File: src/rtl/ssl_srcgen.sv
// ssl_srcgen: synthetic 4-channel source for the ssl localiser.
// A 16-bit Fibonacci LFSR feeds an NDATA-deep history shift register.
// Channel 0 carries the newest sample. Channels 1..3 carry copies of it,
// delayed by the programmed amounts dA/dB/dC.
// Ports:
//   clk            rising-edge clock
//   erst           synchronous active-high reset
//   en             sample strobe (one new sample per enabled cycle)
//   load           latch dIdA/dIdB/dIdC and restart the fill phase
//   dIdA/dIdB/dIdC delay requests for channels 1..3, in samples
//   dout           [0] reference, [1..3] delayed copies
//   valid          every channel carries a history-backed sample
//   busy           history still priming after a load
module ssl_srcgen #(
   parameter int unsigned NDATA     = 128,
   parameter logic [15:0] LFSR_SEED = 16'hACE1
) (
   input  logic                     clk,
   input  logic                     erst,
   input  logic                     en,
   input  logic                     load,
   input  logic [$clog2(NDATA)-1:0] dIdA,
   input  logic [$clog2(NDATA)-1:0] dIdB,
   input  logic [$clog2(NDATA)-1:0] dIdC,
   output logic [3:0]               dout,
   output logic                     valid,
   output logic                     busy
);

   localparam int unsigned NDATA_LOG = $clog2(NDATA);
   localparam int unsigned CNT_W     = NDATA_LOG + 1;
   // An all-zero seed would lock the LFSR, so it falls back to the default.
   localparam logic [15:0] SEED      = (LFSR_SEED == 16'h0000) ? 16'hACE1 : LFSR_SEED;

   typedef enum logic [1:0] {IDLE, FILL, RUN} state_t;

   state_t               state, state_d;
   logic [15:0]          lfsr, lfsr_d;
   logic [NDATA-1:0]     hist, hist_d;
   logic [NDATA_LOG-1:0] da, db, dc, da_d, db_d, dc_d;
   logic [CNT_W-1:0]     cnt, cnt_d;
   logic                 fb;

   // State register
   always_ff @(posedge clk) begin
      if (erst) begin
         state <= IDLE;
         lfsr  <= SEED;
         hist  <= '0;
         da    <= '0;
         db    <= '0;
         dc    <= '0;
         cnt   <= '0;
      end else begin
         state <= state_d;
         lfsr  <= lfsr_d;
         hist  <= hist_d;
         da    <= da_d;
         db    <= db_d;
         dc    <= dc_d;
         cnt   <= cnt_d;
      end
   end

   // Next-state: sample generation, delay latching and fill counting
   always_comb begin
      state_d = state;
      lfsr_d  = lfsr;
      hist_d  = hist;
      da_d    = da;
      db_d    = db;
      dc_d    = dc;
      cnt_d   = cnt;
      fb      = lfsr[15] ^ lfsr[13] ^ lfsr[12] ^ lfsr[10];

      // The generator runs in every state; only the qualification changes.
      if (en) begin
         lfsr_d = {lfsr[14:0], fb};
         hist_d = {hist[NDATA-2:0], fb};
      end

      // A load takes priority over counting, so the en that arrives with it
      // is not counted toward the fill.
      if (load) begin
         da_d    = dIdA;
         db_d    = dIdB;
         dc_d    = dIdC;
         cnt_d   = '0;
         state_d = FILL;
      end else begin
         case (state)
            FILL: begin
               if (en) begin
                  cnt_d = cnt + CNT_W'(1);
                  if (cnt == CNT_W'(NDATA - 1)) begin
                     state_d = RUN;
                  end
               end
            end
            default: ;
         endcase
      end
   end

   // Output decode from registered state
   assign dout  = {hist[dc], hist[db], hist[da], hist[0]};
   assign valid = (state == RUN);
   assign busy  = (state == FILL);

endmodule
File: config.mk
export PLATFORM = sky130hd
export DESIGN_NAME = ssl_srcgen
export DESIGN_NICKNAME = d
export VERILOG_FILES = /design/src/rtl/ssl_srcgen.sv
export SDC_FILE = /design/constraint.sdc
export NUM_CORES = 1
export LEC_CHECK = 0
export ABC_AREA = 0
export BUFFER_PORTS_ARGS = -buffer_cell sky130_fd_sc_hd__buf_4
export CAP_MARGIN = 40
export CORE_ASPECT_RATIO = 0.7
export CORE_MARGIN = 3
export CORE_UTILIZATION = 63
export CTS_CLUSTER_SIZE = 16
export DETAILED_ROUTE_END_ITERATION = 12
export PLACE_DENSITY = 0.78
export SLEW_MARGIN = 15
export SYNTH_ARGS = -nofsm -noshare
export SYNTH_HDL_FRONTEND = slang
export SYNTH_SLANG_ARGS = --single-unit
File: constraint.sdc
create_clock -name clk -period 2.49 [get_ports clk]
set_input_delay 0.249 -clock clk [delete_from_list [all_inputs] [get_ports clk]]
set_output_delay 0.249 -clock clk [all_outputs]
set_load 0.05 [all_outputs]
==> results.md, run 1 <==
* Dpl ws at -0.0413 ns
* Initial antenna violation count at 0
* Distinct cells, synth at 40
* Final Wtd Congestion at 0.942
* DR vias at 7185
* Via-per-instance ratio at 6.72
* # port buffers at 30
* Fmax at 356 MHz
* Global route overflow at 0
* Hold-fix buffers at CTS at 0
* Worst Slack Setup Final at -0.320 ns
* # IOs at 31
* Drt wl/cell at 22.4 µm
* Status: finished, violations left
* Worst skew pair latency at 0.44 ns
* Final setup vio count at 3
* Power share of the clock group at 41.2%
* Clock Path Buffers at 2
* Worst slew pin tran at 0.824 ns
* Max VDD drop at 0.465 mV
* Dpl hpwl at 16.4 mm
* Clk slew on worst S/H paths at 0.07 ns
* CTS tree: yes
* FP Rows at 36
* Placed instance count at 1026
* Max-Cap Viols at 0
* Sw Pwr at 0.00160 W
* Post-synthesis sequential area ratio at 36.8%
* Die Wd at 153 µm
* Unrepaired setup endpoints after global routing: yes
* P_int at 0.00457 W
* Syn-to-layout area delta at 13.3%
* Worst slew margin at 45.1%
* Syn nets at 872
* Layout net count at 892
* Worst-path fanout max at 12
* Tot GR Track Use at 29.5%
* Combinational share of power at 11.6%
* Crit start category: register
* Drt drc at 0
* Final Hold Fails at 0
* #FFs+latches synth at 175
* Leakage at 4.28 nW
* Largest net degree at the start of global routing at 105
* Clock sinks at 175
* Data required, critical path at 2.24 ns
* CTS Buf Count at 17
* H-tree depth at 4
* Post-synthesis instance area at 9520 µm²
* Clk_skew at 0.00624 ns
* Core ar. at 14400 µm²
* DRT Pass-1 Iters at 5
* Pwr dens at 572 nW/µm²
* Min Tclk post-route at 2.81 ns
* Critical path class: reg -> out
* Synthesized instance count at 846
* Starting Density at 66.3%
* YS warnings at 0
* Root Driver: clkbuf_16
* HP Class: in -> reg
* Ant. Diodes at 0
* Finished Layout Cells at 1069
* Pins over their slew limit at 0
* WL final at 24.0 mm
* DIE AREA at 16700 µm²
* Sequential fraction of design power at 47.2%
* Arr. time, crit path at 2.56 ns
* Switching share of power at 26.0%
* Final Cell Area at 10800 µm²
* Number of DRC markers in iteration 0 at 781
* Layout cell share with drive strength beyond 1 at 25.0%
* Setup crit end kind: primary output
* Chip height at 109 µm
* Placed cell area at 10000 µm²
* DRT antenna net count at 0
* Post-Syn Area per Cell at 11.3 µm²
* Vias in the first global route at 7092
* First-pass GRT wire length at 38.4 mm
* Failing checks: setup timing
* Crit share post-route at 113%
[final timing paths]
kind / from / to / slack (ns) / depth (start not counted)
setup reg to reg: state[0] / cnt[7] / 0.97 / 4
setup / recovery: da[2] / dout[1] / -0.32 / 8
hold / removal: dIdC[4] / dc[4] / 0.04 / 3
hold reg to reg: lfsr[6] / lfsr[7] / 0.46 / 1
[worst max-delay path, stage by stage, from the launching register on]
cell and delay (ns):
dfxtp_2 0.43, buf_6 0.22, mux4_2 0.22, mux2i_1 0.08, a2111oi_1 0.49, buf_4 0.20
nand4b_1 0.12, nand4_1 0.18, buf_6 0.18
[metal layers]
metal	routed length (µm)	global-route usage, %	vias up
met3	2760	9.48	80
met4	736	10.2	0
met1	9590	39.2	3484
met2	10900	46.4	431
met5	0	0	-
li1	-	-	3190
[power by group through the flow]
stage               Clock, W  Sequential, W  Combinational, W
detailed placement         0        0.00297          0.000652
finish               0.00254        0.00292          0.000715
CTS                  0.00258        0.00291          0.000683
global route         0.00269        0.00292          0.000753
global placement           0        0.00297          0.000637
floorplan                  0        0.00293          0.000498
[Yosys cell counts]
cell type | count | area share [%]
buf_6 | 2 | 0.24
nand3_1 | 11 | 0.58
a32oi_1 | 1 | 0.092
nor2b_1 | 16 | 1.1
and3b_1 | 6 | 0.55
o21ai_0 | 2 | 0.11
inv_1 | 2 | 0.079
nand2_1 | 14 | 0.55
nor4_1 | 9 | 0.59
and2_1 | 1 | 0.066
or2_2 | 1 | 0.066
nor3b_1 | 3 | 0.24
a22oi_1 | 2 | 0.16
o22ai_1 | 3 | 0.20
clkbuf_1 | 40 | 1.6
nand4_1 | 8 | 0.53
nand3b_1 | 6 | 0.47
buf_2 | 19 | 1.0
a221oi_1 | 3 | 0.28
nand4b_1 | 6 | 0.55
xor2_1 | 6 | 0.55
a21oi_1 | 5 | 0.26
buf_4 | 5 | 0.39
nor2_1 | 182 | 7.2
buf_1 | 10 | 0.39
mux4_2 | 83 | 20
nor3_1 | 1 | 0.052
or3_1 | 2 | 0.13
a211o_1 | 8 | 0.74
a2111oi_0 | 3 | 0.28
mux2i_1 | 183 | 19
o211ai_1 | 1 | 0.079
mux4_1 | 16 | 4.4
or3b_2 | 3 | 0.28
o21bai_1 | 1 | 0.079
dfxtp_1 | 175 | 37
and3_1 | 1 | 0.066
a31oi_1 | 3 | 0.20
ha_1 | 1 | 0.13
xnor2_1 | 2 | 0.18
[stage by stage]
stage	hold slack [ns]	total power, W	setup TNS, ns	util, %
5_1_grt	0.0434	0.00637	-1.06	75.1
3_5_place_dp	0.452	0.00362	-0.0413	69.6
6_report	0.0429	0.00617	-0.885	75.1
2_1_floorplan	0.396	0.00343	0	-
3_3_place_gp	0.437	0.00361	0	69.6
4_1_cts	0.0337	0.00617	-0.850	74.3
[placed cells by master (no fill, tap or decap), drive strengths merged, types with 9 or more instances in the layout]
master,instances
nor4,9
nor2,182
mux2i,183
nand3,11
buf,75
nand2,14
mux4,99
clkbuf,19
nor2b,16
dfxtp,175
[layout make-up]
type / count / area (µm²)
Clock inverter: 15 / 133
Tap cell: 190 / 238
Inverter: 2 / 7.51
Fill cell: 955 / 3580
Clock buffer: 17 / 425
Multi-Input combinational cell: 593 / 5680
Timing Repair Buffer: 77 / 776
Sequential cell: 175 / 3530
[sequential cells by signal, summed over array words and instances, names as in the netlist]
signal,count
hist,128
lfsr,16
cnt,8
da,7
db,7
dc,7
state,2
[repair_timing]
action                                  in CTS  in global routing
endpoints found under the setup margin       3                  3
pin swaps                                    6                  5
cloned                                       0                  2
buffers inserted                             7                  2
resized for setup                           33                 11
[cell families (layout without fill, tap and decap cells)]
kind of cell	after synthesis	after routing	synth area share [%]
compound gates	32	32	2.46
flops	175	175	36.8
fa+ha+maj	1	1	0.131
buf+inv	78	111	3.68
mux	282	282	43.3
simple gates	270	270	12.9
xor+xnor	8	8	0.736
(Power assumes the default switching activity.)
==> run 2, diff against run 1 <==
- CELL_PAD_IN_SITES_DETAIL_PLACEMENT: not set -> 2
- CELL_PAD_IN_SITES_GLOBAL_PLACEMENT: not set -> 2
- CORE_UTILIZATION: 63 -> 43
- PLACE_DENSITY: 0.78 -> 0.77
==> run 2 against run 1 <==
- the flow still finishes with violations (setup timing)
- hold slack better by 0.00056 ns
- clock power rose by 10%
- highest routed layer unchanged
- core utilization is 23 points lower
- register-to-register slack worse by 0.06 ns
- non-clock buffer count is 8 higher
- die area increased by 44%
- sequential cell count unchanged
==> results.md, run 2 (synthesis gave the netlist of run 1 again) <==
* Commonest non-fill, non-tap cell in the layout: nor2_1
* Syn-to-layout area delta at 16.6%
* Final Wtd Congestion at 0.857 (-9.1%)
* FP Rows at 44 (+22%)
* Combinational share of power at 12.0% (+0.4 points)
* # IOs at 31 (unchanged)
* Max FFs per register at 128 (unchanged)
* Worst slew pin tran at 0.759 ns (-0.0646 ns)
* HP Class: in -> reg
* Placed cell area at 10300 µm² (+2.9%)
* Power share of the clock group at 43.0% (+1.8 points)
* Clock sinks at 175 (unchanged)
* Layout net count at 900 (+0.90%)
* Switching share of power at 25.6% (-0.39 points)
* Pwr dens at 586 nW/µm² (+2.5%)
* CTS Buf Count at 17 (unchanged)
* First-pass GRT wire length at 50.2 mm (+31%)
* Fmax at 341 MHz (-4.3%)
* Worst skew pair latency at 0.45 ns (about the same)
* Most frequent cells in the layout: nor2_1, mux2i_1, dfxtp_1
* Clk slew on worst S/H paths at 0.06 ns (about the same)
* Regs by FF count: hist: 128 flops, lfsr: 16 flops, cnt: 8 flops
* DR vias at 7339 (+2.1%)
* Sequential fraction of design power at 44.9% (-2.3 points)
* Clock Path Buffers at 2 (unchanged)
* H-tree depth at 4 (unchanged)
* Final core utilization at 52.3% (-23 points)
* Core ar. at 21300 µm² (+48%)
* Drt drc at 0 (unchanged)
* Failing checks: setup timing
* Most flop-heavy register: hist
* WL final at 31.9 mm (+33%)
* R2R Path End: cnt[5]
* Status: finished, violations left
* Reg2reg setup slack at 0.91 ns (-0.06 ns)
* Critical path class: reg -> out
* Initial antenna violation count at 0 (unchanged)
* Worst min-delay path startpoint: dIdC[6]
* Largest net degree at the start of global routing at 80 (-24%)
* Pins over their slew limit at 0 (unchanged)
* Final Hold Fails at 0 (unchanged)
* Leakage at 4.36 nW (+2.0%)
* Worst slew margin at 49.4% (+4.3 points)
* Ant. Diodes at 0 (unchanged)
* Dpl hpwl at 21.3 mm (+30%)
* Worst Slack Setup Final at -0.446 ns (-0.126 ns)
* DIE AREA at 24000 µm² (+44%)
* Setup crit end kind: primary output
* Crit start category: register
* Data required, critical path at 2.24 ns (about the same)
* Global route overflow at 0 (unchanged)
* Final Cell Area at 11100 µm² (+3.0%)
* Die Wd at 184 µm (+20%)
* DRT antenna net count at 0 (unchanged)
* Final setup vio count at 3 (unchanged)
* CTS tree: yes
* Vias in the first global route at 8051 (+14%)
* Tot Pwr at 0.00651 W (+5.5%)
* DRT Pass-1 Iters at 5 (unchanged)
* Hold depth at 3 (unchanged)
* # port buffers at 30 (unchanged)
* Drt wl/cell at 27.4 µm (+22%)
* Via-per-instance ratio at 6.32 (-6.0%)
* Unrepaired setup endpoints after global routing: yes
* Clk_skew at 0.0122 ns (+0.00599 ns)
* Max VDD drop at 0.497 mV (+6.9%)
* Arr. time, crit path at 2.69 ns (+0.13 ns)
* Crit share post-route at 118% (+5.0 points)
* Setup TNS at -1.10 ns (-0.215 ns)
* Min Tclk post-route at 2.94 ns (+0.126 ns)
* P_int at 0.00485 W (+6.1%)
* Root Driver: clkbuf_16
* Dpl ws at -0.0475 ns (-0.00629 ns)
* Chip height at 131 µm (+20%)
* Sw Pwr at 0.00167 W (+3.9%)
* Reg-to-reg startpoint: state[0]
* Max-Cap Viols at 0 (unchanged)
* Layout cell share with drive strength beyond 1 at 26.6% (+1.6 points)
* FF-to-FF path depth at 4 (unchanged)
* Worst-path fanout max at 13 (+1)
* Number of DRC markers in iteration 0 at 523 (-33%)
* Tot GR Track Use at 27.7% (-1.9 points)
* Starting Density at 44.8% (-21 points)
* WHS Endpoint: dc[6]
[run 2: cell count changes in the layout (fill, tap and decap cells not counted), moves of 3 or more]
cell	change
nor4_2	+3
inv_6	-4
nor4_1	-5
buf_4	+9
clkinv_2	-5
buf_12	+3
clkbuf_8	+6
[run 2: critical path, stage by stage (launching register included)]
cell	delay [ns]
dfxtp_4	0.41
buf_4	0.28
or3b_2	0.52
nor2_1	0.25
nor4_2	0.11
buf_4	0.14
nand4b_1	0.11
nand4_1	0.20
buf_6	0.21
[run 2: power groups by stage]
| stage | logic, W | clock network [W] | registers (W) |
|---|---|---|---|
| after detailed placement | 0.000729 | 0 | 0.00298 |
| after global placement | 0.000698 | 0 | 0.00298 |
| after CTS | 0.000769 | 0.00286 | 0.00292 |
| after floorplan | 0.000498 | 0 | 0.00293 |
| after global routing | 0.000829 | 0.00300 | 0.00293 |
| final | 0.000784 | 0.00280 | 0.00293 |
[run 2: stage by stage]
stage | hold slack (ns) | std cells
final | 0.0435 | 1162
after global routing | 0.0505 | 1162
after CTS | 0.0278 | 1163
after detailed placement | 0.447 | 1126
after global placement | 0.437 | 1126
after floorplan | 0.396 | 846
[run 2: how the worst max path moves through the flow]
| stage | startpoint | end | slack (ns) |
|---|---|---|---|
| 2_1_floorplan | da[1] | dout[1] | 0.003 |
| 6_report | da[1] | dout[1] | -0.45 |
| 4_1_cts | dc[1] | dout[3] | -0.40 |
| 3_5_place_dp | dc[2] | dout[3] | -0.05 |
| 5_1_grt | da[1] | dout[1] | -0.51 |
| 3_3_place_gp | dc[2] | dout[3] | -0.08 |
[run 2: repair_timing]
action                     4_1_cts  5_1_grt
setup endpoints to repair        3        3
hold buffers                     0        0
buffers inserted                 5        0
cloned                           1        0
pin swaps                        4        5
gates resized for setup         31       15
[run 2: area by class of cell]
type                            count  area (µm²)
Clock inverter                      7         100
Fill cell                        2076       10100
Inverter                            2        7.51
Timing Repair Buffer               85         843
Multi-Input combinational cell    593        5770
Sequential cell                   175        3520
Clock buffer                       24         512
Tap cell                          276         345
[run 2: per-layer routing]
| metal | vias to the layer above | track usage, % | wire length [µm] | part of all wire [%] |
|---|---|---|---|---|
| li1 | 3188 | - | - | - |
| met4 | 0 | 8.57 | 722 | 2.3 |
| met5 | - | 0 | 0 | 0 |
| met3 | 49 | 4.87 | 1680 | 5.3 |
| met2 | 254 | 46.6 | 15500 | 49 |
| met1 | 3848 | 36.9 | 14000 | 44 |
==> run 3, diff against run 2 <==
- CORE_ASPECT_RATIO: 0.7 -> 0.6
==> run 3 against run 2 <==
- the run still ends with setup timing left
- sequential power is essentially flat
- sequential share of layout area is 0.083 points lower
- setup slack got worse by 0.054 ns
- count of clock-buffer cells in the layout down 6
- global-route usage increased by 0.19 points
- hold slack got worse by 0.014 ns
- power increased by 2.3%
- cell area increased by 0.41%
- maximum frequency is 1.8% lower
- core utilization down 0.13 points
- critical path depth is 2 lower
- final cell count rose by 0.86%
- largest cell class unchanged
- largest power group is now clock
==> results.md, run 3 (synthesis gave the netlist of run 1 again) <==
* Clock Path Buffers at 2 (unchanged)
* HP Class: in -> reg
* Sw Pwr at 0.00176 W (+5.7%)
* Max-Cap Viols at 0 (unchanged)
* Layout net count at 905 (+0.56%)
* Critical path class: reg -> out
* Worst skew pair latency at 0.45 ns (about the same)
* Global route overflow at 0 (unchanged)
* Hold depth at 3 (unchanged)
* First-pass GRT wire length at 50.1 mm (-0.17%)
* Initial antenna violation count at 1 (+1)
* Max FFs per register at 128 (unchanged)
* Drt wl/cell at 28.2 µm (+2.7%)
* # IOs at 31 (unchanged)
* Core ar. at 21400 µm² (+0.67%)
* WL final at 33.0 mm (+3.5%)
* Unrepaired setup endpoints after global routing: yes
* Failing checks: setup timing
* Dpl ws at -0.112 ns (-0.0641 ns)
* Layout cell share with drive strength beyond 1 at 26.7% (+0.045 points)
* Regs by FF count: hist: 128 flops, lfsr: 16 flops, cnt: 8 flops
* Max VDD drop at 0.457 mV (-8.1%)
* Most frequent CP cell: mux4_2
* CP top delay family: multiplexers
* Combinational share of power at 11.9% (about the same)
* Dpl hpwl at 21.3 mm (-0.40%)
* Min Tclk post-route at 2.99 ns (+0.0537 ns)
* Top Usage Layer GRT: met2
* Tot GR Track Use at 27.8% (+0.19 points)
* Final Hold Fails at 0 (unchanged)
* Worst-path fanout max at 5 (-8)
* DRT Pass-1 Iters at 5 (unchanged)
* H-tree depth at 4 (unchanged)
* Hold-fix buffers at CTS at 0 (unchanged)
* FP Rows at 41 (-6.8%)
* Worst slew margin at 50.4% (+1.1 points)
* Starting Density at 44.5% (-0.30 points)
* Met2 Use GR at 45.8% (-0.80 points)
* Sequential fraction of design power at 43.7% (-1.2 points)
* Syn-to-layout area delta at 17.1%
* Clk_skew at 0.0111 ns (-0.00114 ns)
* DR vias at 7405 (+0.90%)
* Met1 Track Usage GR at 36.9% (about the same)
* Root Driver: clkbuf_16
* Vias in the first global route at 8081 (+0.37%)
* FF-to-FF path depth at 4 (unchanged)
* Largest net degree at the start of global routing at 97 (+21%)
* Die Wd at 198 µm (+7.8%)
* Placed instance count at 1136 (+0.89%)
* CTS tree: yes
* Status: finished, violations left
* Most flop-heavy register: hist
* Power share of the clock group at 44.4% (+1.4 points)
* Slowest-stage cell, CP: mux4_2
* # port buffers at 30 (unchanged)
* Min Hold Slack at 0.0297 ns (-0.0138 ns)
* Drt drc at 0 (unchanged)
* Pins over their slew limit at 0 (unchanged)
* R2R Path End: cnt[5]
* Leakage at 4.41 nW (+1.1%)
* Most frequent cells in the layout: nor2_1, mux2i_1, dfxtp_1
* Crit path buffers/inverters at 1 (-2)
* Finished Layout Cells at 1172 (+0.86%)
* DRT antenna net count at 0 (unchanged)
* DIE AREA at 24000 µm² (+0.13%)
* Worst min-delay path startpoint: dIdC[4]
* Clk slew on worst S/H paths at 0.08 ns (+0.02 ns)
* Switching share of power at 26.4% (+0.84 points)
* CTS Buf Count at 17 (unchanged)
* Arr. time, crit path at 2.74 ns (+0.05 ns)
* Setup crit end kind: primary output
* Chip height at 121 µm (-7.1%)
* Pwr dens at 598 nW/µm² (+1.9%)
* Reg-to-reg startpoint: state[0]
* Fmax at 334 MHz (-1.8%)
* Via-per-instance ratio at 6.32 (about the same)
* Number of DRC markers in iteration 0 at 553 (+5.7%)
* Commonest non-fill, non-tap cell in the layout: nor2_1
* Final Wtd Congestion at 0.887 (+3.6%)
* Met3 Usage GRT at 5.97% (+1.1 points)
* Final core utilization at 52.1% (-0.13 points)
* Final setup vio count at 3 (unchanged)
* Crit start category: register
* Worst slew pin tran at 0.744 ns (-0.0158 ns)
* Crit path cell chain: mux4_2 > mux4_2 > and3b_1 > a31oi_1 > nand4_1 > buf_6
* Reg2reg setup slack at 0.93 ns (+0.02 ns)
* WHS Endpoint: dc[4]
* Data required, critical path at 2.24 ns (about the same)
* Clock sinks at 175 (unchanged)
* Fillers at 2062 (-0.67%)
* Worst Slack Setup Final at -0.500 ns (-0.0537 ns)
* P_int at 0.00490 W (+1.2%)
* Slowest Stage Delay on Critical Path at 0.56 ns (+0.04 ns)
* Crit share post-route at 120% (+2.2 points)
-- run 3: final cells by class --
class	count	area, µm²	share of cell area [%]
multi-input cells	593	5700	51.1
flip-flops and latches	175	3530	31.7
repair buffers	90	933	8.37
clock buffers	18	429	3.85
well taps	279	349	3.13
clock inverters	14	203	1.82
inverters	2	7.51	0.0673
diodes	1	2.50	0.0224
-- run 3: how the worst max path moves through the flow --
stage,start,endpoint,slack [ns],depth (start not counted)
3_5_place_dp,da[1],dout[1],-0.11,6
5_1_grt,da[1],dout[1],-0.59,6
3_3_place_gp,db[1],dout[2],-0.10,8
4_1_cts,da[1],dout[1],-0.47,6
2_1_floorplan,da[1],dout[1],0.003,6
6_report,da[1],dout[1],-0.50,6
-- run 3: stage by stage --
stage	instance area [µm²]	total power, W	setup TNS (ns)
2_1_floorplan	9530	0.00343	0
3_5_place_dp	10400	0.00371	-0.221
3_3_place_gp	10400	0.00368	-0.225
6_report	11200	0.00666	-1.29
4_1_cts	11000	0.00668	-1.20
5_1_grt	11100	0.00690	-1.41
-- run 3: worst register-to-register path, cell delays in order (launching register included) --
cell and delay, ns:
dfxtp_1 0.37, and3b_1 0.30, nand4_1 0.27, or3_1 0.40
a21oi_1 0.15
-- run 3: power by group through the flow --
stage	registers, W	clock network (W)	logic (W)
after floorplan	0.00293	0	0.000498
after global placement	0.00296	0	0.000719
after detailed placement	0.00297	0	0.000744
after CTS	0.00291	0.00301	0.000768
after global routing	0.00292	0.00315	0.000835
final	0.00291	0.00296	0.000794
-- run 3: timing repair --
action,4_1_cts,5_1_grt
endpoints found under the setup margin,3,3
gates cloned,0,3
gates resized for setup,27,11
buffers inserted,0,0
pin swaps,5,0
-- run 3: layer usage --
layer  vias up  part of all wire, %
met4         2                  2.3
li1       3206                    -
met3        67                  6.2
met5         -                0.039
met2       263                   48
met1      3867                   43
